$ cat config.mk
export PLATFORM = sky130hd
export DESIGN_NAME = l2_request_scheduler
export DESIGN_NICKNAME = d
export VERILOG_FILES = /design/src/rtl/l2_request_scheduler.sv
export SDC_FILE = /design/constraint.sdc
export NUM_CORES = 1
export LEC_CHECK = 0
export BUFFER_PORTS_ARGS = -buffer_cell sky130_fd_sc_hd__buf_2
export CAP_MARGIN = 5
export CORE_AREA = 2 2 97 99
export DETAILED_ROUTE_END_ITERATION = 8
export DIE_AREA = 0 0 99 101
export HOLD_SLACK_MARGIN = 0.05
export PLACE_DENSITY_LB_ADDON = 0.08
export SETUP_SLACK_MARGIN = 0.2
export SLEW_MARGIN = 20
export SYNTH_ARGS = -nofsm -noshare
export SYNTH_HDL_FRONTEND = slang
export SYNTH_SLANG_ARGS = --single-unit
$ cat constraint.sdc
create_clock -name clk -period 3.69 [get_ports clk]
set_clock_uncertainty 0.1 [all_clocks]
set_input_delay 0.369 -clock clk [delete_from_list [all_inputs] [get_ports clk]]
set_output_delay 0.369 -clock clk [all_outputs]
set_load 0.02 [all_outputs]
$ cat src/rtl/l2_request_scheduler.sv
// Round-robin scheduler sharing the L2 memory request channel among NUM_PORTS requesters.
// Define L2_SCHED_FIXED_PRIORITY_EN to grant the lowest-index valid port instead.
module l2_request_scheduler #(
    parameter int unsigned NUM_PORTS = 2,
    parameter int unsigned SUB_ID_W  = 2,
    parameter int unsigned PORT_W    = $clog2(NUM_PORTS),
    parameter int unsigned ID_W      = PORT_W + SUB_ID_W
) (
    input  logic                               clk,
    input  logic                               rst_n,
    input  logic [NUM_PORTS-1:0]               req_valid,
    output logic [NUM_PORTS-1:0]               req_ready,
    input  logic [NUM_PORTS-1:0][29:0]         req_addr,
    input  logic [NUM_PORTS-1:0]               req_rnw,
    input  logic [NUM_PORTS-1:0]               req_is_amo,
    input  logic [NUM_PORTS-1:0][4:0]          req_size,
    input  logic [NUM_PORTS-1:0][SUB_ID_W-1:0] req_sub_id,
    input  logic [NUM_PORTS-1:0]               wdata_valid,
    output logic [NUM_PORTS-1:0]               wdata_ready,
    input  logic [NUM_PORTS-1:0][31:0]         wdata,
    input  logic [NUM_PORTS-1:0][3:0]          wbe,
    output logic                               mem_req_valid,
    input  logic                               mem_req_ready,
    output logic [29:0]                        mem_addr,
    output logic                               mem_rnw,
    output logic                               mem_is_amo,
    output logic [4:0]                         mem_size,
    output logic [ID_W-1:0]                    mem_id,
    output logic                               mem_wdata_valid,
    input  logic                               mem_wdata_ready,
    output logic [31:0]                        mem_wdata,
    output logic [3:0]                         mem_wbe,
    output logic                               attr_push,
    input  logic                               attr_full,
    output logic [PORT_W-1:0]                  attr_id,
    output logic [4:0]                         attr_burst,
    output logic                               busy
);

    typedef enum logic [1:0] {StIdle, StIssue, StWdata} state_e;

    state_e                state_q, state_d;
    logic [PORT_W-1:0]     grant_q, grant_d;
    logic [29:0]           addr_q, addr_d;
    logic                  rnw_q, rnw_d;
    logic                  is_amo_q, is_amo_d;
    logic [4:0]            size_q, size_d;
    logic [SUB_ID_W-1:0]   sub_id_q, sub_id_d;
    logic [4:0]            beat_cnt_q, beat_cnt_d;
    logic                  found;
    logic [PORT_W-1:0]     grant_sel;
    logic                  needs_attr;

`ifdef L2_SCHED_FIXED_PRIORITY_EN
    always_comb begin
        found     = 1'b0;
        grant_sel = '0;
        for (int i = int'(NUM_PORTS) - 1; i >= 0; i--) begin
            if (req_valid[i]) begin
                found     = 1'b1;
                grant_sel = PORT_W'(i);
            end
        end
    end
`else
    logic [PORT_W-1:0] rr_ptr_q, rr_ptr_d;

    always_comb begin
        found     = 1'b0;
        grant_sel = '0;
        for (int unsigned i = 0; i < NUM_PORTS; i++) begin
            int unsigned idx;
            idx = 32'(rr_ptr_q) + i;
            if (idx >= NUM_PORTS) idx = idx - NUM_PORTS;
            if (!found && req_valid[idx]) begin
                found     = 1'b1;
                grant_sel = PORT_W'(idx);
            end
        end
    end

    always_comb begin
        rr_ptr_d = rr_ptr_q;
        if (state_q == StIdle && found) begin
            rr_ptr_d = (grant_sel == PORT_W'(NUM_PORTS - 1)) ? '0 : grant_sel + PORT_W'(1);
        end
    end

    always_ff @(posedge clk or negedge rst_n) begin
        if (!rst_n) rr_ptr_q <= '0;
        else        rr_ptr_q <= rr_ptr_d;
    end
`endif

    assign needs_attr = rnw_q | is_amo_q;

    always_comb begin
        state_d         = state_q;
        grant_d         = grant_q;
        addr_d          = addr_q;
        rnw_d           = rnw_q;
        is_amo_d        = is_amo_q;
        size_d          = size_q;
        sub_id_d        = sub_id_q;
        beat_cnt_d      = beat_cnt_q;
        req_ready       = '0;
        wdata_ready     = '0;
        mem_req_valid   = 1'b0;
        mem_wdata_valid = 1'b0;
        mem_wdata       = '0;
        mem_wbe         = '0;
        attr_push       = 1'b0;
        unique case (state_q)
            StIdle: begin
                if (found) begin
                    // Gated by reset so an asserted reset never reports a capture.
                    req_ready[grant_sel] = rst_n;
                    grant_d  = grant_sel;
                    addr_d   = req_addr[grant_sel];
                    rnw_d    = req_rnw[grant_sel];
                    is_amo_d = req_is_amo[grant_sel];
                    size_d   = req_size[grant_sel];
                    sub_id_d = req_sub_id[grant_sel];
                    state_d  = StIssue;
                end
            end
            StIssue: begin
                mem_req_valid = !(attr_full && needs_attr);
                if (mem_req_valid && mem_req_ready) begin
                    attr_push = needs_attr;
                    if (rnw_q) begin
                        state_d = StIdle;
                    end else begin
                        beat_cnt_d = is_amo_q ? 5'd0 : size_q;
                        state_d    = StWdata;
                    end
                end
            end
            StWdata: begin
                mem_wdata_valid      = wdata_valid[grant_q];
                wdata_ready[grant_q] = mem_wdata_ready;
                mem_wdata            = wdata[grant_q];
                mem_wbe              = wbe[grant_q];
                if (wdata_valid[grant_q] && mem_wdata_ready) begin
                    if (beat_cnt_q == 5'd0) state_d = StIdle;
                    else                    beat_cnt_d = beat_cnt_q - 5'd1;
                end
            end
            default: state_d = StIdle;
        endcase
    end

    always_ff @(posedge clk or negedge rst_n) begin
        if (!rst_n) begin
            state_q    <= StIdle;
            grant_q    <= '0;
            addr_q     <= '0;
            rnw_q      <= 1'b0;
            is_amo_q   <= 1'b0;
            size_q     <= '0;
            sub_id_q   <= '0;
            beat_cnt_q <= '0;
        end else begin
            state_q    <= state_d;
            grant_q    <= grant_d;
            addr_q     <= addr_d;
            rnw_q      <= rnw_d;
            is_amo_q   <= is_amo_d;
            size_q     <= size_d;
            sub_id_q   <= sub_id_d;
            beat_cnt_q <= beat_cnt_d;
        end
    end

    assign mem_addr   = addr_q;
    assign mem_rnw    = rnw_q;
    assign mem_is_amo = is_amo_q;
    assign mem_size   = size_q;
    assign mem_id     = {grant_q, sub_id_q};
    assign attr_id    = grant_q;
    assign attr_burst = is_amo_q ? 5'd0 : size_q;
    assign busy       = (state_q != StIdle);

endmodule

==> results.toml, run 1 <==
[outcome]
status = "finished, final reports clean"

[synth]
synth_warnings = 0
synth_area_um2 = 2970
ys_types = 34
synth_edf_count = 0
synth_ff_type = "dfrtp_1"
synth.avg_cell_area_um2 = 9.10
synthCells = 327
ys_ff_latch = 48
syn_nets = 487
ys_async_sr_fraction = 1.00
ys_seq_area_frac = 0.404

[min_path]
hp-class = "in -> reg"
min_path_cells = 3
min-delay-start = "req_addr[46]"
hold_end = "mem_addr[16]"

[clock_network]
cts_tree = "built"
htree_levels = 2
clk_pin_slew_ps = 90
cts_sinks = 48
root_buffer = "clkbuf_8"
numCtsBuffers = 5
insertion_delay_ps = 290
cts_setup_buffers = 0
max-clock-path-buffers = 2

[sta]
min_period_over_period = 0.668
setup-tns-final_ps = 0
period_needed_ps = 2460
rsz0062_at_grt = "no"
holdWs_ps = 266
slew_headroom = 0.363
max_slew.worst_pin.slew_ps = 953
hold_violations = 0
fmax_mhz = 406
setup_viol = 0
maxSlewViolCount = 0

[floorplan]
die_h_um = 101
fp.dieArea_um2 = 10000
start_util = 0.331
row_count = 35
die_w_um = 99
core_area_um2 = 8980
num_io_pins = 249

[worst_setup_path]
crit_buf_inv = 1
path_delay_family = "simple AND/OR/NAND/NOR gates"
reg2reg_to = "mem_addr[6]"
path_cells = "or2_0, nor2_4, and3_1, buf_2"
crit_slowest_cell = "nor2_4"
cp_data_required_time_ps = 3220
r2r_slack_ps = 1320
start_kind = "flip-flop"
cp.arrival_ps = 2000
r2r_cells = 6
worst-path-max-fanout = 26
r2r-start = "state_q[1]"
crit_type = "reg -> out"
critPathMaxStageDelay_ps = 500
endpoint_kind = "output pin"

[grt]
grt_usage = 0.171
grt_pass1_vias = 2747
grt-ovfl-total = 0
grt_max_degree = 31
grt_first_pass_wirelength_um = 13700
antenna_found_initial = 1

[placed_design]
placed_cells = 668
gp_congestion = 0.734
port_buffers = 248
hpwl_um = 7510

[finish]
n_fill_cell = 921
seq_area_um2 = 1200
multi_input_comb_area_um2 = 1640
final_nets = 725
syn2layout_area_growth_pct = 47.7
drive_gt1_frac = 0.479
finalNonFillerCells = 677
num_antenna_cells = 0

[job]
maxCapViolCount = 0

[route]
drt_iter0_drc = 45
vias = 3158
drt-total-wl_um = 9260
drt_pre_antenna_iters = 6
avgViaCountPerCell = 4.66
drc_errors = 0
routedWlPerCell_um = 13.7
ant_nets = 0

[pwr]
p_leak_uw = 0.00241
ir_drop_v = 0.000374
powerDensity_nw_per_um2 = 719
power.total_uw = 3160
-- cells in the final DEF, fill, tap and decap left out, types with 2 or more instances in the layout --
master / count
nand2b_1: 2
a21oi_1: 43
nor2_1: 80
nor3_1: 5
buf_2: 248
nor2b_1: 7
o22a_1: 4
dfrtp_1: 47
mux2_2: 2
o21ai_0: 5
inv_1: 5
clkbuf_8: 6
nand2_1: 6
buf_4: 7
and3_1: 3
mux2i_1: 75
-- power breakdown --
group	switching [µW]	leakage (µW)	internal [µW]
sequential	213	0.000535	787
combinational	1120	0.00183	718
clock	172	0.0000445	153
total	1500	0.00241	1660
-- worst min-delay path, cell delays in order --
cell     delay [ps]
buf_2            70
mux2i_1          50
a21oi_1         130
-- sequential cells by signal, summed over array words and instances, names as in the netlist --
signal      count
attr_id         1
beat_cnt_q      5
mem_addr       30
mem_is_amo      1
mem_rnw         1
mem_size        5
rr_ptr_q        1
state_q         2
sub_id_q        2
-- kinds of logic after synthesis --
family          count (synthesis)  share of synthesized area
compound gates                 61                      0.119
fa+ha+maj                       1                    0.00421
buf+inv                        30                     0.0496
flops                          48                      0.404
mux                            77                      0.260
simple gates                  110                      0.163
-- cells in the mapped netlist (all sizes together) (2+ instances only) --
| master | n | area, µm² |
|---|---|---|
| mux2i | 75 | 751 |
| nor3 | 5 | 25.0 |
| nand2b | 2 | 12.5 |
| o22a | 4 | 35.0 |
| and3 | 3 | 18.8 |
| o21ai | 6 | 30.0 |
| dfrtp | 48 | 1200 |
| buf | 21 | 113 |
| a21oi | 44 | 224 |
| mux2 | 2 | 22.5 |
| nor2 | 81 | 312 |
| nand2 | 6 | 22.5 |
| clkbuf | 4 | 16.3 |
| nor2b | 7 | 43.8 |
| inv | 5 | 18.8 |
-- how the worst max path moves through the flow --
stage                     from            to  slack (ps)  cells after the start
floorplan              attr_id  mem_wdata[0]        1700                      5
global placement    state_q[1]   sub_id_q[0]        1420                      6
detailed placement  state_q[1]   mem_addr[6]        1330                      6
CTS                 state_q[1]  req_ready[0]        1190                      4
global route        state_q[1]  req_ready[0]        1060                      4
finish              state_q[1]  req_ready[0]        1230                      4
-- stage by stage --
stage	worst slack, ps	utilization	area [µm²]
finish	1230	0.489	4390
global route	1060	0.489	4390
CTS	1190	0.489	4390
detailed placement	1330	0.478	4290
global placement	1420	0.478	4290
floorplan	1700	-	2970
-- final cells by class --
cell class,count,share of cell area
clock buffer,7,0.0196
clock inverter,1,0.00171
inverter,5,0.00427
multi-input combinational,249,0.372
sequential,48,0.274
tap,111,0.0316
timing repair buffer,256,0.297
-- repair_timing --
item,in CTS,in global routing
hold buffers,1,0
resized for setup,0,0
hold endpoints to repair,25,0
endpoints found under the setup margin,0,0
-- metal layers --
layer	wire, µm	share of wire	vias to the layer above	track usage
li1	-	-	1607	-
met5	7	0.00076	-	0
met1	3560	0.38	1401	0.196
met3	864	0.093	10	0.0527
met2	4740	0.51	138	0.311
met4	85	0.0092	2	0.0369
Power figures use the tool's default switching activity.
==> inputs of run 2 (changes only) <==
- clock period: 3.69 -> 2.5 ns (I/O delays scaled with it)
==> run 2 against run 1 <==
Non-clock buffer count rose by 2; critical path type unchanged; wire length fell by 1.4%; core utilization rose by 0.49 points; clock power rose by 68%; clock-buffer cell count fell by 1.
==> results.toml, run 2 (same netlist as run 1, synthesis figures left out) <==
[floorplan]
start_util = 0.331
row_count = 35
core_area_um2 = 8980
die_w_um = 99
fp.dieArea_um2 = 10000
die_h_um = 101
num_io_pins = 249

[grt]
antenna_found_initial = 2
met3_usage = 0.0465
grt_max_degree = 49
busiest_layer = "met2"
met2_usage = 0.336
grt_first_pass_wirelength_um = 14300
grt-ovfl-total = 0
met1_usage = 0.193
grt_pass1_vias = 3060
grt_usage = 0.176

[clock_network]
numCtsBuffers = 5
insertion_delay_ps = 290
max-clock-path-buffers = 2
root_buffer = "clkbuf_8"
clk_pin_slew_ps = 90
htree_levels = 2
cts_sinks = 48
cts_tree = "built"

[worst_setup_path]
crit_type = "reg -> out"
endpoint_kind = "output pin"
cp.arrival_ps = 1650
worst-path-max-fanout = 26
start_kind = "flip-flop"
cp_data_required_time_ps = 2150

[sta]
setup_viol = 0
min_period_over_period = 0.799
rsz0062_at_grt = "no"
period_needed_ps = 2000
fmax_mhz = 500
hold_violations = 0
max_slew.worst_pin.slew_ps = 606
maxSlewViolCount = 0
slew_headroom = 0.596
setup-tns-final_ps = 0

[pwr]
ir_drop_v = 0.000512
powerDensity_nw_per_um2 = 1070
p_leak_uw = 0.00243

[job]
maxCapViolCount = 0

[route]
drt-total-wl_um = 9130
avgViaCountPerCell = 4.71
vias = 3202
drc_errors = 0
drt_iter0_drc = 39
routedWlPerCell_um = 13.4
ant_nets = 0
drt_pre_antenna_iters = 4

[finish]
drive_gt1_frac = 0.481
finalNonFillerCells = 680
final_common_cell = "buf_2"
largest_reg_flops = 30
syn2layout_area_growth_pct = 49.2
final_nets = 727
layout_common_cells = "buf_2, nor2_1, mux2i_1"

[placed_design]
gp_congestion = 0.831
hpwl_um = 7440
placed_cells = 670
port_buffers = 248

[min_path]
hp-class = "in -> reg"

[outcome]
status = "finished, final reports clean"
run 2: final cells by class:
cell class | count | area (µm²)
Antenna cell | 1 | 2.50
Sequential cell | 48 | 1200
Inverter | 5 | 18.8
Multi-Input combinational cell | 249 | 1640
Timing Repair Buffer | 258 | 1330
Clock inverter | 2 | 35.0
Clock buffer | 6 | 72.6
Tap cell | 111 | 139
Fill cell | 908 | 4540
run 2: stage by stage:
stage	setup slack [ps]	area (µm²)	hold WS [ps]	total power, µW	util
floorplan	625	2970	-146	3370	-
global placement	681	4320	340	4220	0.481
detailed placement	654	4320	345	4270	0.481
CTS	466	4440	139	4830	0.494
global route	371	4440	146	5160	0.494
finish	502	4440	150	4750	0.494
run 2: routing by layer:
layer | vias up | share of wire | wire length (µm)
met1 | 1438 | 0.37 | 3420
met5 | - | 0.0014 | 13
met2 | 144 | 0.53 | 4830
met4 | 2 | 0.0089 | 81
met3 | 8 | 0.087 | 791
li1 | 1610 | - | -
run 2: path summary, 6_finish.rpt:
| path | startpoint | end | slack [ps] | cells past startpoint |
|---|---|---|---|---|
| max in group asynchronous | rst_n | attr_id | 1290 | 3 |
| worst max register to register | beat_cnt_q[0] | beat_cnt_q[0] | 650 | 6 |
| worst min register to register | mem_addr[23] | mem_addr[23] | 430 | 2 |
| worst min-delay path | req_addr[40] | mem_addr[10] | 150 | 3 |
| min in group asynchronous | rst_n | rr_ptr_q | 570 | 3 |
| worst max-delay path | rr_ptr_q | req_ready[0] | 500 | 4 |
run 2: repair_timing:
item	in CTS	in global routing
setup buffers	0	0
endpoints found under the hold margin	48	0
hold buffers	1	0
resized for setup	0	0
run 2: report_power, final:
group | switching [µW] | internal [µW] | total [µW]
logic | 1670 | 1090 | 2760
clock network | 249 | 297 | 546
registers | 282 | 1160 | 1440
total | 2200 | 2550 | 4750
run 2: worst max-delay path, stage by stage, from the launching register on:
cell and delay (ps):
dfrtp_1 420, o21ai_4 160, buf_4 370, and3_1 230, buf_2 170
==> inputs of run 3 (changes only) <==
- CORE_AREA: 2 2 97 99 -> 2 2 96 98
- DIE_AREA: 0 0 99 101 -> 0 0 98 100
- clock period: 2.5 -> 1.7 ns (I/O delays scaled with it)
==> run 3 against run 2 <==
The flow now finishes with violations (setup timing); total power is 130% higher; combinational power rose to 2.8 times the previous value; sequential power increased by 54%; cell area grew 39%; flip-flop and latch count unchanged; first-iteration DRC count grew 72%; via count grew 14%; hold slack worse by 86 ps; clock-buffer cell count shrank 1; critical endpoint is now beat_cnt_q[0]; highest routed layer is now met4.
==> results.toml, run 3 (same netlist as run 1, synthesis figures left out) <==
[clock_network]
insertion_delay_ps = 300
cts_tree = "built"
numCtsBuffers = 5
clk_pin_slew_ps = 100
max-clock-path-buffers = 2
root_buffer = "clkbuf_8"
cts_sinks = 48
htree_levels = 2

[pwr]
p_leak_uw = 0.00300
p_sw_uw = 4640
ir_drop_v = 0.000871
p_sw_frac = 0.434
power_frac_comb = 0.713
power.total_uw = 10700
p_int_uw = 6060
clock_power_share = 0.079
powerDensity_nw_per_um2 = 1740
seqPwrFrac = 0.208

[outcome]
status = "complete, but fails checks"
violations = "setup timing"

[route]
ant_nets = 0
drt_pre_antenna_iters = 4
drt-total-wl_um = 12000
vias = 3650
drc_errors = 0
drt_iter0_drc = 67
avgViaCountPerCell = 4.93
routedWlPerCell_um = 16.2

[grt]
antenna_found_initial = 1
grt_max_degree = 37
grt_first_pass_wirelength_um = 16700
grt_pass1_vias = 3420
grt_usage = 0.213
grt-ovfl-total = 0

[finish]
layout_common_cells = "buf_2, mux2i_1, dfrtp_1"
final_nets = 788
drive_gt1_frac = 0.706
largest_reg_flops = 30
syn2layout_area_growth_pct = 107
n_fill_cell = 713
utilization = 0.692
final_common_cell = "buf_2"

[floorplan]
core_area_um2 = 8890
row_count = 35
fp.dieArea_um2 = 9800
die_w_um = 98
start_util = 0.335
die_h_um = 100
num_io_pins = 249

[min_path]
min_path_cells = 3
hp-class = "in -> reg"

[worst_setup_path]
crit_type = "reg -> reg"
r2r-start = "beat_cnt_q[0]"
r2r_cells = 6
cp_data_required_time_ps = 1800
endpoint_kind = "flip-flop"
reg2reg_to = "beat_cnt_q[0]"
crit_path_end = "beat_cnt_q[0]"
startpoint = "beat_cnt_q[0]"
cp.arrival_ps = 1860
worst-path-max-fanout = 6
start_kind = "flip-flop"
r2r_slack_ps = -70

[sta]
setup-tns-final_ps = -222
holdWs_ps = 64.0
setup_viol = 6
period_needed_ps = 1770
fin_ws_ps = -67.5
slew_headroom = 0.708
max_slew.worst_pin.slew_ps = 436
maxSlewViolCount = 0
rsz0062_at_grt = "yes"
fmax_mhz = 566
min_period_over_period = 1.04
hold_violations = 0

[placed_design]
hpwl_um = 7500
gp_congestion = 0.810
port_buffers = 248
pre_cts_ws_ps = -60.0

[job]
maxCapViolCount = 0
==> run 3: layer usage <==
layer	global-route usage	up-vias	part of all wire
li1	-	1741	-
met1	0.243	1730	0.37
met2	0.407	157	0.55
met3	0.0418	22	0.062
met4	0.0513	0	0.025
met5	0	-	0
==> run 3: power by group through the flow <==
stage	clock, µW	combinational, µW	sequential (µW)
after floorplan	0	2480	2630
after global placement	0	4390	2070
after detailed placement	0	4470	2080
after CTS	875	6180	2150
after global routing	909	8090	2300
final	844	7640	2220
==> run 3: repair_timing <==
item | 4_1_cts | 5_1_grt
gates cloned | 8 | 11
hold buffers | 7 | 0
endpoints found under the hold margin | 53 | 0
setup endpoints to repair | 93 | 98
setup buffers | 22 | 7
gates resized for setup | 97 | 122
pin swaps | 27 | 25
==> run 3: how the worst min path moves through the flow <==
stage | start | to | slack, ps
finish | req_addr[42] | mem_addr[12] | 60
global route | req_addr[54] | mem_addr[24] | 70
CTS | req_addr[42] | mem_addr[12] | 50
detailed placement | rst_n | mem_addr[10] | -40
global placement | rst_n | mem_addr[19] | -30
floorplan | rst_n | attr_id | -230
==> run 3: per-stage QoR <==
| stage | std cells | instance area, µm² |
|---|---|---|
| 2_1_floorplan | 327 | 3080 |
| 3_3_place_gp | 677 | 4490 |
| 3_5_place_dp | 677 | 4490 |
| 4_1_cts | 722 | 5410 |
| 5_1_grt | 741 | 6150 |
| 6_report | 741 | 6150 |
==> run 3: final cells by class <==
| cell class | count | area, µm² | area share |
|---|---|---|---|
| Antenna cell | 1 | 2.50 | 0.000407 |
| Clock buffer | 5 | 68.8 | 0.0112 |
| Clock inverter | 3 | 46.3 | 0.00753 |
| Inverter | 5 | 18.8 | 0.00305 |
| Multi-Input combinational cell | 249 | 2200 | 0.358 |
| Sequential cell | 48 | 1200 | 0.196 |
| Tap cell | 111 | 139 | 0.0226 |
| Timing Repair Buffer | 319 | 2470 | 0.402 |
==> run 3: worst max-delay path, cell delays in order (launching register included) <==
cell	delay, ps
dfrtp_1	390
inv_1	60
ha_2	160
or4b_4	460
a22oi_4	230
a21oi_2	70
o22a_1	190
